**config.mk**
```make
export PLATFORM = sky130hd
export DESIGN_NAME = spi_slave_frame
export DESIGN_NICKNAME = d
export VERILOG_FILES = /design/src/rtl/spi_slave_frame.sv
export SDC_FILE = /design/constraint.sdc
export NUM_CORES = 2
export LEC_CHECK = 0
export CAP_MARGIN = 10
export CORE_AREA = 2 2 407 409
export DETAILED_ROUTE_END_ITERATION = 8
export DIE_AREA = 0 0 409 411
export SYNTH_ARGS = -nofsm -noshare
export SYNTH_HDL_FRONTEND = slang
export SYNTH_SLANG_ARGS = --single-unit
```
**constraint.sdc**
```tcl
create_clock -name CLK -period 87.7 [get_ports CLK]
set_input_delay 13.155 -clock CLK [delete_from_list [all_inputs] [get_ports CLK]]
set_output_delay 13.155 -clock CLK [all_outputs]
set_load 0.01 [all_outputs]
```
**src/rtl/spi_slave_frame.sv**
```systemverilog
// spi_slave_frame
//   SPI slave with configurable frame length, SPI mode (CPOL/CPHA), bit order
//   and input glitch filter. All SPI pins are oversampled in the CLK domain.
//   RX data is delivered only for frames with exactly FRAME_BITS bits;
//   frames of any other length set the sticky FRAME_ERR flag instead.
//
// Ports
//   CLK        system clock (sole clock)
//   RESET      asynchronous, active-high reset
//   SPI_CS     chip select from master, active low
//   SPI_CLK    SCLK from master
//   SPI_MOSI   master-to-slave data
//   DATA_TX    word sent to master, captured when a frame starts
//   SPI_MISO   slave-to-master data
//   DATA_RX    last complete received frame
//   RX_VALID   one-CLK pulse when DATA_RX updates
//   FRAME_ERR  sticky: last frame had the wrong bit count
//   BUSY       frame in progress
module spi_slave_frame #(
    parameter int FRAME_BITS = 512,
    parameter int FILTER     = 5,
    parameter int CPOL       = 0,
    parameter int CPHA       = 0,
    parameter int LSB_FIRST  = 1
) (
    input  logic                  CLK,
    input  logic                  RESET,
    input  logic                  SPI_CS,
    input  logic                  SPI_CLK,
    input  logic                  SPI_MOSI,
    input  logic [FRAME_BITS-1:0] DATA_TX,
    output logic                  SPI_MISO,
    output logic [FRAME_BITS-1:0] DATA_RX,
    output logic                  RX_VALID,
    output logic                  FRAME_ERR,
    output logic                  BUSY
);

    localparam int CW = $clog2(FRAME_BITS + 2);
    localparam int IW = $clog2(FRAME_BITS);
    localparam logic [CW-1:0] FULL  = CW'(FRAME_BITS);
    localparam logic [CW-1:0] OVER  = CW'(FRAME_BITS + 1);
    localparam logic [CW-1:0] LASTC = CW'(FRAME_BITS - 1);
    localparam logic SCLK_IDLE = (CPOL != 0);
    // Idle levels of {MOSI, SCLK, CS}
    localparam logic [2:0] IDLE_LVL = {1'b0, SCLK_IDLE, 1'b1};

    typedef enum logic {IDLE, ACTIVE} state_t;

    logic [2:0]            raw;
    logic [2:0]            filt;
    logic [1:0]            prev;
    state_t                state;
    logic [CW-1:0]         cnt;
    logic [FRAME_BITS-1:0] shift_tx;
    logic [FRAME_BITS-1:0] shift_rx;
    logic                  armed;

    assign raw = {SPI_MOSI, SPI_CLK, SPI_CS};

    // Per-input glitch filter: output follows the input only after FILTER
    // consecutive samples at the opposite level.
    for (genvar g = 0; g < 3; g++) begin : g_filt
        if (FILTER == 0) begin : g_bypass
            always_ff @(posedge CLK or posedge RESET) begin
                if (RESET) filt[g] <= IDLE_LVL[g];
                else       filt[g] <= raw[g];
            end
        end else begin : g_count
            logic [7:0] fcnt;
            always_ff @(posedge CLK or posedge RESET) begin
                if (RESET) begin
                    filt[g] <= IDLE_LVL[g];
                    fcnt    <= '0;
                end else if (raw[g] == filt[g]) begin
                    fcnt <= '0;
                end else if (fcnt == 8'(FILTER - 1)) begin
                    filt[g] <= raw[g];
                    fcnt    <= '0;
                end else begin
                    fcnt <= fcnt + 8'd1;
                end
            end
        end
    end

    always_ff @(posedge CLK or posedge RESET) begin
        if (RESET) prev <= IDLE_LVL[1:0];
        else       prev <= filt[1:0];
    end

    logic cs_fall, cs_rise, sclk_rise, sclk_fall, lead_e, trail_e, sample_e, shift_e;
    assign cs_fall   =  prev[0] & ~filt[0];
    assign cs_rise   = ~prev[0] &  filt[0];
    assign sclk_rise = ~prev[1] &  filt[1];
    assign sclk_fall =  prev[1] & ~filt[1];
    assign lead_e    = SCLK_IDLE ? sclk_fall : sclk_rise;
    assign trail_e   = SCLK_IDLE ? sclk_rise : sclk_fall;
    assign sample_e  = (CPHA != 0) ? trail_e : lead_e;
    assign shift_e   = (CPHA != 0) ? lead_e  : trail_e;

    // Bit position addressed by counter value c (valid for c < FRAME_BITS)
    function automatic logic [IW-1:0] bidx(input logic [CW-1:0] c);
        return IW'((LSB_FIRST != 0) ? c : LASTC - c);
    endfunction

    always_ff @(posedge CLK or posedge RESET) begin
        if (RESET) begin
            state     <= IDLE;
            cnt       <= '0;
            shift_tx  <= '0;
            shift_rx  <= '0;
            DATA_RX   <= '0;
            RX_VALID  <= 1'b0;
            FRAME_ERR <= 1'b0;
            BUSY      <= 1'b0;
            SPI_MISO  <= 1'b0;
            armed     <= 1'b0;
        end else begin
            RX_VALID <= 1'b0;
            // The filter restarts at CS=1 after reset; if the pin is still low
            // (reset mid-frame) the filter then produces a fake CS fall. Only
            // accept a fall once CS has genuinely been seen high.
            if (filt[0] && SPI_CS) armed <= 1'b1;
            case (state)
                IDLE: begin
                    if (cs_fall && armed) begin
                        state    <= ACTIVE;
                        cnt      <= '0;
                        shift_tx <= DATA_TX;
                        shift_rx <= '0;
                        BUSY     <= 1'b1;
                        SPI_MISO <= (CPHA == 0) ? DATA_TX[bidx('0)] : 1'b0;
                    end
                end
                ACTIVE: begin
                    if (cs_rise) begin
                        state    <= IDLE;
                        BUSY     <= 1'b0;
                        SPI_MISO <= 1'b0;
                        if (cnt == FULL) begin
                            DATA_RX   <= shift_rx;
                            RX_VALID  <= 1'b1;
                            FRAME_ERR <= 1'b0;
                        end else begin
                            FRAME_ERR <= 1'b1;
                        end
                    end else if (sample_e) begin
                        if (cnt < FULL) begin
                            shift_rx[bidx(cnt)] <= filt[2];
                            cnt <= cnt + CW'(1);
                        end else begin
                            cnt <= OVER;
                        end
                    end else if (shift_e) begin
                        SPI_MISO <= (cnt < FULL) ? shift_tx[bidx(cnt)] : 1'b0;
                    end
                end
                default: state <= IDLE;
            endcase
        end
    end

endmodule

```
Word-level counts from Yosys, hierarchy flattened
Cells that the tools add are included.
{"block": "totals", "latch_bits": 0, "mem_count": 0, "ram_bits": 0, "register_bits": 1581, "elab_cells": 100, "in_bits": 517, "mem_bits_ro": 0, "out_inout_bits": 516}
{"block": "classes", "n_mul": 0, "add_sub_neg": 4, "n_shift": 0, "eq_ne": 14, "n_reduce_logical": 13, "div_mod_pow": 0, "bitwise_logic": 12, "magnitude_cmp": 3, "mux": 37}
{"cell": "$mux 512", "n": 4}
{"cell": "$pmux 512 s2", "n": 1}
{"cell": "$bwmux 512", "n": 1}
{"cell": "$mux 8", "n": 6}
{"cell": "$mux 10", "n": 4}
{"cell": "$add 8x1->8 const B", "n": 3}
{"cell": "$eq 8x3->1 const B", "n": 3}
{"cell": "$pmux 10 s2", "n": 1}
{"cell": "$mux 1", "n": 15}
{"cell": "$reduce_and 2->1", "n": 6}
{"cell": "$add 10x1->10 const B", "n": 1}
{"cell": "$eq 10x10->1 const B", "n": 1}
{"cell": "$lt 10x10->1 const B", "n": 1}
{"cell": "$lt 9x10->1 const B", "n": 1}
{"cell": "$bmux 1 s9", "n": 1}
{"cell": "$demux 1 s9", "n": 1}
{"cell": "$ge 9x1->1 const B", "n": 1}
{"cell": "$reduce_and 3->1", "n": 3}
{"cell": "$not 1->1", "n": 8}
{"cell": "$ne 2x1->1 const B", "n": 3}
{"cell": "$pmux 1 s2", "n": 3}
{"cell": "$and 1x1->1", "n": 4}
{"cell": "$ne 2x2->1 const B", "n": 2}
{"cell": "$reduce_and 4->1", "n": 1}
{"cell": "other kinds (4)", "n": 8}

Depth between registers and ports, before layout
{"block": "logic_depth", "word_depth": 9, "mapped_depth": 14, "mapped_depth_nobuf": 7}

Least setup slack after synthesis
No wires, ideal clock.
{"block": "synth_timing", "path_kind": "in2reg", "from": "in DATA_TX[0]", "to": "reg SPI_MISO", "arrival_time_ns": 13.895, "required_time_ns": 87.576, "path_buffers": 0, "setup_slack_ns": 73.681, "setup_time_ns": 0.124, "cell_stages": 6, "cell_sequence": "nand2_1 a21boi_0 o21ai_0 a2111oi_2 and4_1 a21oi_1"}
{"block": "synth_between", "elab_chain_len": 2}
{"item": "from (decl)", "line": "31", "rtl": "input logic [FRAME_BITS-1:0] DATA_TX,"}
{"item": "$mux 1", "line": "127", "rtl": "if (cs_fall && armed) begin"}
{"item": "$pmux 1 s2", "line": "125", "rtl": "case (state)"}
{"item": "to (signal assigned)", "line": "133", "rtl": "SPI_MISO <= (CPHA == 0) ? DATA_TX[bidx('0)] : 1'b0;"}
{"item": "to (signal assigned)", "line": "156", "rtl": "SPI_MISO <= (cnt < FULL) ? shift_tx[bidx(cnt)] : 1'b0;"}
{"item": "to (decl)", "line": "32", "rtl": "output logic SPI_MISO,"}
No other way between the ends. The select of a mux whose other input is x is not followed.
A chain may end at the register's enable or synchronous reset.

==> impl_metrics.py <==
metrics = {
    "run_status": {
        "status": "complete, no violations",
    },
    "clock_network": {
        "cts_setup_buffers": 0,
        "clockBufferDepth": 3,
        "clockRootBuffer": "clkbuf_16",
        "cts_buffers": 172,
        "cts.clk_slew.worst_paths_ns": 0.06,
        "cts.sinks": 1581,
        "postCtsHoldBufs": 0,
        "cts_resized": 0,
        "cts_tree": "yes",
        "worstSkewPairLatency_ns": 0.81,
        "htreeDepth": 4,
    },
    "power_and_ir_drop": {
        "leakagePower_nw": 40.83,
        "peakVddDrop_mv": 0.04863,
        "p_int_mw": 1.509,
        "p_sw_mw": 0.8437,
        "p_sw_frac": 0.3586,
        "comb_power_share": 0.295,
        "clock_power_share": 0.309,
        "pwr_density_cell_mw_per_mm2": 27.53,
        "seqPwrFrac": 0.396,
    },
    "sta": {
        "fin_ws_ns": 70.76,
        "worst_pin_slew_ns": 1.265,
        "setup_tns_ns": 0,
        "relSlewSlack": 0.1540,
        "period_share": 0.1931,
        "layout_min_cycle_time_ns": 16.94,
        "rsz0062_at_grt": "false",
        "setup_viol": 0,
        "drv_slew": 0,
        "finalHoldViolCount": 0,
        "finClkSkew_ns": 0.05075,
        "clock.fmax_ghz": 0.05905,
    },
    "synthesis": {
        "synth_area_leaders": "dfrtp_1 (58%), nand2_1 (23%), o21ai_0 (7.6%)",
        "ys.flop_type": "dfrtp_1",
        "synth.ff_latch_count": 1581,
        "yosys_warnings": 0,
        "seq_area_frac_synth": 0.5805,
        "synth_top_area_cell": "dfrtp_1",
        "synth_cells": 7925,
        "avgSynthCellArea_um2": 8.600,
        "synth_top_cell_area_share": 0.5797,
        "synth.cell_area_mm2": 0.06816,
        "synthesis.nets": 8453,
        "synth_edf_count": 0,
        "synth_cell_types": 68,
        "async_flop_share": 1.000,
    },
    "setup_path": {
        "worstSetupPathType": "primary input to async pin",
        "start_kind": "primary input",
        "required_ns": 88.50,
        "end_kind": "async pin",
        "arrival_ns": 17.73,
        "regToRegSetupSlack_ns": 82.69,
        "crit_fanout": 158,
    },
    "floorplanning": {
        "coreArea_mm2": 0.1639,
        "fp.dieH_um": 411,
        "num_rows": 149,
        "die_area_mm2": 0.1681,
        "io_pins": 1033,
        "initial_core_util": 0.4159,
        "die_x_um": 409,
    },
    "placed_design": {
        "io_buffers": 1032,
        "hpwl_um": 168300,
        "place_inst": 10640,
        "gp_congestion": 0.8636,
        "pre_cts_ws_ns": 69.64,
    },
    "global_route": {
        "first_global_vias": 56200,
        "antenna_found_initial": 35,
        "grt_max_degree": 238,
        "overflow": 0,
        "grt_pass1_wl_um": 376900,
        "grtUsageTotal": 0.3015,
    },
    "final_layout": {
        "layout_common_cells": "nand2_1 (4181), dfrtp_1 (1574), clkdlybuf4s50_1 (1032)",
        "fill_cells": 15080,
        "final_util": 0.5215,
        "final_common_cell": "nand2_1",
        "multi_input_area_mm2": 0.02618,
        "regArea_mm2": 0.03958,
        "area_delta_synth_final_pct": 25.38,
        "fin_cells": 10960,
        "drive_above_1_share": 0.05801,
        "nets": 9150,
    },
    "hold_path": {
        "hp-class": "register to register",
    },
    "routing": {
        "ant_nets": 0,
        "wl_per_cell_um": 23.53,
        "drc_errors": 0,
        "drt-pass1-iter-count": 5,
        "num_vias": 58390,
        "viasPerCell": 5.328,
        "initialDrtViolationCount": 6081,
        "routed_wirelength_um": 257800,
    },
    "job": {
        "drv_cap": 0,
    },
}
## layout make-up
| cell class | instances | area share |
|---|---|---|
| clock buffers | 256 | 0.05819 |
| repair buffers | 1134 | 0.1311 |
| clock inverters | 53 | 0.007965 |
| diodes | 14 | 0.0004100 |
| inverters | 14 | 0.0007028 |
| flip-flops and latches | 1581 | 0.4632 |
| multi-input cells | 5719 | 0.3064 |
| well taps | 2189 | 0.03205 |
## cells in the mapped netlist, types with 5 or more instances
master / n
xnor2_1: 5
ha_1: 11
a32o_1: 7
mux2i_1: 68
a31oi_1: 5
a221oi_1: 10
dfrtp_1: 1579
inv_1: 12
buf_1: 12
buf_2: 127
buf_4: 15
nand3_1: 69
a21oi_1: 17
nand4_1: 14
clkbuf_1: 449
nor2b_1: 9
and2_1: 9
xor2_1: 15
nand2_1: 4197
nor4_1: 5
mux4_1: 11
nor3_1: 8
mux4_2: 88
o21ai_0: 1031
a22oi_1: 17
and3_1: 13
nand2b_1: 6
nor2_1: 45
## worst paths after layout
check                         from             to  cells past startpoint
max                          RESET  shift_rx[425]                      6
min                        filt[0]        prev[0]                      0
max reg2reg                 cnt[6]   DATA_RX[105]                      7
min reg2reg                filt[0]        prev[0]                      0
max in group CLK              BUSY           BUSY                      1
min in group asynchronous    RESET  shift_tx[442]                      2
## logic make-up (layout without fill, tap and decap cells)
family,after synthesis,in the layout,synth area share
mux,169,169,0.04364
simple gates,4398,4398,0.2472
flops,1581,1581,0.5805
other cells,0,14,0
xor+xnor,20,20,0.002570
compound gates,1121,1121,0.08575
buf+inv,625,1457,0.03831
fa+ha+maj,11,11,0.002019
## power by group through the flow
stage,clock [mW],combinational (mW),sequential [mW]
2_1_floorplan,0,0.493,0.914
3_3_place_gp,0,0.680,0.935
3_5_place_dp,0,0.689,0.941
4_1_cts,0.739,0.693,0.929
5_1_grt,0.768,0.770,0.944
6_report,0.728,0.694,0.931
## flip-flops by register name, summed over array words and instances, names as in the netlist, 2 cells and up
register             flops
filt                     3
g_filt.g_count.fcnt     24
shift_tx               512
DATA_RX                512
prev                     2
shift_rx               512
cnt                     10
## worst max-delay path, cell delays in order
cell and delay (ns):
clkdlybuf4s50_1 0.49, inv_8 0.64, buf_4 0.86, buf_12 0.73, buf_4 0.85, buf_4 0.83
## per-layer routing
| metal | track usage | up-vias | wire length (um) |
|---|---|---|---|
| li1 | - | 26660 | - |
| met1 | 0.3975 | 28910 | 105100 |
| met2 | 0.4856 | 2330 | 122000 |
| met3 | 0.05968 | 468 | 18900 |
| met4 | 0.1292 | 24 | 11690 |
| met5 | 0 | - | 164 |
## through the flow
| stage | instance area (um^2) | total power [mW] | hold WS [ns] |
|---|---|---|---|
| floorplan | 68160 | 1.408 | 0.3818 |
| global placement | 79740 | 1.615 | 0.4095 |
| detailed placement | 79740 | 1.630 | 0.4139 |
| CTS | 85390 | 2.361 | 0.4181 |
| global route | 85440 | 2.482 | 0.4273 |
| finish | 85450 | 2.353 | 0.4181 |
Note: power is estimated with default switching activity, not from simulation.
